==> config.mk <==
export PLATFORM = sky130hd
export DESIGN_NAME = sha256_msg_sched
export DESIGN_NICKNAME = d
export VERILOG_FILES = /design/src/rtl/sha256_msg_sched.sv
export SDC_FILE = /design/constraint.sdc
export NUM_CORES = 2
export LEC_CHECK = 0
export BUFFER_PORTS_ARGS = -buffer_cell sky130_fd_sc_hd__buf_4
export CORE_MARGIN = 2
export CORE_UTILIZATION = 55
export DETAILED_ROUTE_END_ITERATION = 16
export PLACE_DENSITY = 0.8
export SLEW_MARGIN = 20
export SYNTH_ARGS = -nofsm -noshare
export SYNTH_HDL_FRONTEND = slang
export SYNTH_SLANG_ARGS = --single-unit
==> constraint.sdc <==
create_clock -name clk -period 6 [get_ports clk]
set_clock_uncertainty 0.1 [all_clocks]
set_input_delay 0.9 -clock clk [delete_from_list [all_inputs] [get_ports clk]]
set_output_delay 0.9 -clock clk [all_outputs]
set_load 0.02 [all_outputs]
==> src/rtl/sha256_msg_sched.sv <==
// SHA-256 message-schedule expander.
// Loads one 512-bit block into a 16-word sliding window and streams
// W[0..ROUNDS-1] one word per accepted handshake. W[16..] are generated
// on the fly from the window as words are consumed.
// Optional feature macro: SHA256_SCHED_B2B_EN. When defined, a new block is
// accepted on the same edge as the last word, so there is no idle bubble
// between blocks.
//
// state | meaning
// ------+-----------------------------------------------------------
// IDLE  | no block held; blk_ready=1, w_valid=0
// RUN   | window holds W[t..t+15]; w_valid=1, w_data=W[t]
module sha256_msg_sched #(
    parameter int ROUNDS = 64
) (
    input  logic         clk,
    input  logic         rst_n,
    input  logic         sched_clr,
    input  logic         blk_valid,
    output logic         blk_ready,
    input  logic [511:0] blk_data,
    output logic         w_valid,
    input  logic         w_ready,
    output logic [31:0]  w_data,
    output logic [5:0]   w_idx,
    output logic         w_last
);

    localparam logic [0:0] ST_IDLE  = 1'b0;
    localparam logic [0:0] ST_RUN   = 1'b1;
    localparam logic [5:0] LAST_IDX = 6'(ROUNDS - 1);

    logic [0:0]  r_state;
    logic [5:0]  r_t;
    logic [31:0] r_win [16];

    logic        w_run;
    logic        w_at_last;
    logic        w_word_fire;
    logic        w_blk_fire;
    logic [31:0] w_next;

    function automatic logic [31:0] sig0(input logic [31:0] x);
        return {x[6:0], x[31:7]} ^ {x[17:0], x[31:18]} ^ {3'b000, x[31:3]};
    endfunction

    function automatic logic [31:0] sig1(input logic [31:0] x);
        return {x[16:0], x[31:17]} ^ {x[18:0], x[31:19]} ^ {10'd0, x[31:10]};
    endfunction

    assign w_run     = (r_state == ST_RUN);
    assign w_at_last = (r_t == LAST_IDX);

    assign w_valid = w_run;
    assign w_data  = r_win[0];
    assign w_idx   = r_t;
    assign w_last  = w_run & w_at_last;

`ifdef SHA256_SCHED_B2B_EN
    // In RUN the next block may enter exactly when the last word leaves.
    assign blk_ready = ~w_run | (w_ready & w_at_last);
`else
    assign blk_ready = ~w_run;
`endif

    // sched_clr suppresses both handshakes for the cycle it is high.
    assign w_word_fire = w_run & w_ready & ~sched_clr;
    assign w_blk_fire  = blk_valid & blk_ready & ~sched_clr;

    // Next schedule word; sum wraps mod 2^32.
    assign w_next = sig1(r_win[14]) + r_win[9] + sig0(r_win[1]) + r_win[0];

    // State and round index; a block load wins over the final word accept.
    always_ff @(posedge clk or negedge rst_n) begin
        if (!rst_n) begin
            r_state <= ST_IDLE;
            r_t     <= '0;
        end else if (sched_clr) begin
            r_state <= ST_IDLE;
            r_t     <= '0;
        end else if (w_blk_fire) begin
            r_state <= ST_RUN;
            r_t     <= '0;
        end else if (w_word_fire) begin
            if (w_at_last) begin
                r_state <= ST_IDLE;
                r_t     <= '0;
            end else begin
                r_t <= r_t + 6'd1;
            end
        end
    end

    // Window: parallel load of the block, or shift by one word on accept.
    always_ff @(posedge clk or negedge rst_n) begin
        if (!rst_n) begin
            for (int i = 0; i < 16; i++) r_win[i] <= '0;
        end else if (w_blk_fire) begin
            for (int i = 0; i < 16; i++) r_win[i] <= blk_data[511 - 32*i -: 32];
        end else if (w_word_fire) begin
            for (int i = 0; i < 15; i++) r_win[i] <= r_win[i+1];
            r_win[15] <= w_next;
        end
    end

endmodule

# [Word level (Yosys, flattened, before mapping)]
# Cells that the tools add are included.
[classes] n_addsub=4 multipliers=0 div_mod_pow=0 n_lt_le_gt_ge=0 eq_ne=1 shifts=0 muxes=10 bitwise=11 reduce_logical=4
[op_table] op="512-bit two-way mux" count=2
[op_table] op="32-bit adder" count=3
[op_table] op="32-bit bitwise XOR" count=2
[op_table] op="32-bit by 22-bit bitwise XOR with 32-bit output" count=1
[op_table] op="32-bit by 29-bit bitwise XOR with 32-bit output" count=1
[op_table] op="6-bit two-way mux" count=4
[op_table] op="6-bit by 1-bit adder with 6-bit output (second input constant)" count=1
[op_table] op="6-bit equality test (second input constant)" count=1
[op_table] op="3-bit nonzero test" count=2
[op_table] op="1-bit bitwise AND" count=5
[op_table] op="1-bit two-way mux" count=4
[op_table] op="1-bit NOT" count=2
[op_table] op="2-bit AND reduction" count=1
[op_table] op="2-bit nonzero test" count=1
[totals] ff_bits=519 latchBits=0 ram_bits=0 mem_bits_ro=0 input_bits=517 out_inout_bits=41 word_cells=48 n_memories=0

# [Longest topological paths before layout]
[logic_depth] depth_word=7 depth_mapped=15 mapped_depth_nobuf=14

# [Worst setup path after synthesis]
# Ideal clock, no wire load.
[synth_path] path_kind="register -> register" startpoint="reg r_win[50] (netlist name)" endpoint="reg r_win[27] (netlist name)" setup_time_ns=0.133 t_arrival_ns=3.723 required_ns=5.767 setup_slack_ns=2.043 path_stages_with_launch=16 path_buffers=1 synth_period_minus_slack_ns=3.957 path_cell_list="dfrtp_1 > clkbuf_1 > xor2_1 > xnor2_1 > fa_1 > inv_1 > fa_1 > ha_1 > fa_1 > a211oi_1 > o21bai_1 > o21ai_1 > o31ai_2 > a21boi_0 > xor2_1 > o21ai_0"
[synth_via] elab_chain_len=7
[synth_rtl] item="from (decl)" line="35" text="logic [31:0] r_win [16];"
[synth_rtl] item="32-bit bitwise XOR" line="48" text="return {x[16:0], x[31:17]} ^ {x[18:0], x[31:19]} ^ {10'd0, x[31:10]};"
[synth_rtl] item="32-bit by 22-bit bitwise XOR with 32-bit output (*)" line="48"
[synth_rtl] item="32-bit adder (*) (3 in series)" line="71" text="assign w_next = sig1(r_win[14]) + r_win[9] + sig0(r_win[1]) + r_win[0];"
[synth_rtl] item="512-bit two-way mux (*)" line="100" text="end else if (w_word_fire) begin"
[synth_rtl] item="512-bit two-way mux (*)" line="98" text="end else if (w_blk_fire) begin"
# Mark *: on every way between the ends. The rest lies on a longest branch, timed or not. The select of a mux whose other input is x is not followed.
# A chain may end at the register's enable or synchronous reset.

# [Worst setup path after layout]
# Ends and elaborated chain as after synthesis.

==> run summary <==
CTS root buf: clkbuf_16
Hold crit path type: primary input to async pin
Critical path arrival: 4.86 ns
DRC: 0
Top cell by count, worst path: fa_1
Num CTS Buffers: 55
Die Height: 230 µm
CP Class: register to register
Post-Syn Area: 28,000 µm²
Final Wtd Congestion: 0.981
Post-Synthesis Cells: 3,434
Post-CTS Setup Inserts: 0
Area Overhead vs Synth: 20.7%
Most area-consuming cells after synthesis: dfrtp_1 (46%), nand2_1 (13%), a31oi_1 (11%), nor2_1 (6.9%), fa_1 (4.4%)
I/O pin total: 558
Max Cap Viol: 0
Wire per inst: 22.4 µm
Min Clock Period, post-route: 4.51 ns
Largest net degree at the start of global routing: 228
Post-synth cell types: 60
Cell accounting for the most synthesized area: dfrtp_1
Worst-path cell chain: xor2_1, xnor2_1, fa_1, inv_1, fa_1, ha_1, fa_1, a211oi_1, o21bai_1, o21ai_1, o31ai_2, a21boi_0, xor2_1, o21ai_0
Synth Warn #: 0
Total gr overflow: 0
Final WL: 100,000 µm
Critical path's slowest cell: fa_1
Htree depth: 2
# clock sinks: 519
First-pass GRT wire length: 148,000 µm
Initial antenna violation count: 13
Async S/R FF share, synth: 100%
EDFF count, synth: 0
Die area: 52,700 µm²
Via count: 25,700
Clock-pin slew on the worst setup and hold paths: 0.06 ns
Clock latency at the later pin of the worst-skew pair: 0.62 ns
Post-cts sizing count: 0
FF+latch count, synth: 519
CP Max Fanout: 6
CTS Hold Bufs: 0
Synth Net Count: 4,045
Run status: finished clean
Endpoints failing hold: 0
Initial drt markers: 3,059
DRT antenna net count: 0
Finish-stage setup viols: 0
Synth Flop Type: dfrtp_1
Vias in the first global route: 24,100
Synth top area share: 46.4%
TNS Setup: 0 ns
Bufs on Longest Clock Path: 3
Post-DP HPWL: 75,000 µm
Initial core utilization: 55.7%
Share of layout cells above drive strength 1: 17.9%
Die X: 230 µm
Avg Synthesized Cell Area: 8.14 µm²
Pre-antenna DRT Iters: 7
Required time of the worst setup path: 6.35 ns
R2R cell count: 14
Nature of the critical path startpoint: register
F_max: 222 MHz
Final slew viol count: 0
PortBufs: 557
Max incr delay on CP: 0.49 ns
# rows: 82
Sequential-to-total area share from yosys stat: 46.4%
Worst Setup End Kind: register
Max_slew headroom: 30.7%
Worst slew pin tran: 1.04 ns
CTS tree: yes
Unrepaired setup endpoints after global routing: false
Core Util, Final: 67.3%
GRT Total Usage: 37.5%
# nets final: 4,359
Tcrit/Tclk final: 75.2%
Core Footprint: 50,200 µm²
Vias per cell: 5.76
Yosys cell counts (35+ instances only):
master / n
a31oi_1: 487
buf_2: 35
clkbuf_1: 211
xnor2_1: 94
nand2_1: 1001
nor2_1: 514
xor2_1: 54
fa_1: 62
a21oi_1: 49
dfrtp_1: 519
inv_1: 131
buf_1: 40
o21ai_0: 39
kinds of logic (layout without fill, tap and decap cells):
group	Yosys count	count (layout)	synth area share [%]
mux	5	5	0.188
xor+xnor	148	148	4.63
other cells	0	9	0
buf+inv	454	810	6.91
compound gates	643	643	14.5
fa+ha+maj	94	94	5.87
simple gates	1571	1571	21.5
flops	519	519	46.4
final cells by class:
class | instances | area, µm²
clock buffers | 81 | 1570
fillers | 4276 | 16400
flip-flops and latches | 519 | 13000
inverters | 131 | 492
clock inverters | 18 | 241
well taps | 672 | 841
diodes | 9 | 22.5
multi-input cells | 2461 | 13100
repair buffers | 580 | 4540
stage by stage:
step / setup WS (ns) / hold slack, ns / area, µm² / cells
after global placement: 1.60 / 0.362 / 31900 / 4363
final: 1.49 / 0.237 / 33800 / 4471
after detailed placement: 1.51 / 0.384 / 31900 / 4363
after floorplan: 2.04 / 0.350 / 28000 / 3434
after CTS: 1.49 / 0.272 / 33700 / 4462
after global routing: 1.18 / 0.295 / 33800 / 4471
per-layer routing:
metal | vias to the layer above | GRT usage, % | share of wire, %
met3 | 217 | 7.27 | 8.5
met5 | - | 0 | 0.045
met4 | 8 | 18.7 | 5.3
met1 | 12400 | 51.9 | 41
met2 | 1238 | 56.6 | 45
li1 | 11900 | - | -
flip-flops by register name, summed over array words and instances (netlist names):
name and flops:
w_idx 6, w_valid 1, r_win 480, w_data 32
layout by cell type, fill, tap and decap left out, types with 14 or more instances in the layout:
cell,instances
dfrtp_1,519
xnor2_1,94
a22oi_1,17
xor2_1,54
nand2_1,1001
buf_4,565
inv_1,131
nor2_1,513
a21oi_1,49
clkbuf_16,55
a31oi_1,487
clkbuf_1,16
o21ai_0,39
buf_12,14
fa_1,62
ha_1,32
critical path: cells and delay by family, from the launching register on:
kind	cells	cell delay, ns
XOR/XNOR	3	0.71
AO/OA/AOI/OAI	6	1.46
buffers and inverters	1	0.08
flip-flops	1	0.45
adder cells (fa/ha/maj)	4	1.56
final timing paths:
check / slack (ns) / to / startpoint
worst max register to register: 1.49 / r_win[27] / r_win[50]
min in group clk: 0.40 / r_win[3] / r_win[3]
max in group asynchronous: 4.22 / r_win[105] / rst_n
worst min-delay path: 0.24 / r_win[409] / rst_n
worst max-delay path: 1.49 / r_win[27] / r_win[50]
worst min register to register: 0.40 / r_win[3] / r_win[3]
Power is left out: the tool's default activity adds up to more than one toggle a clock period on the data nets, which glitch-free logic cannot reach.
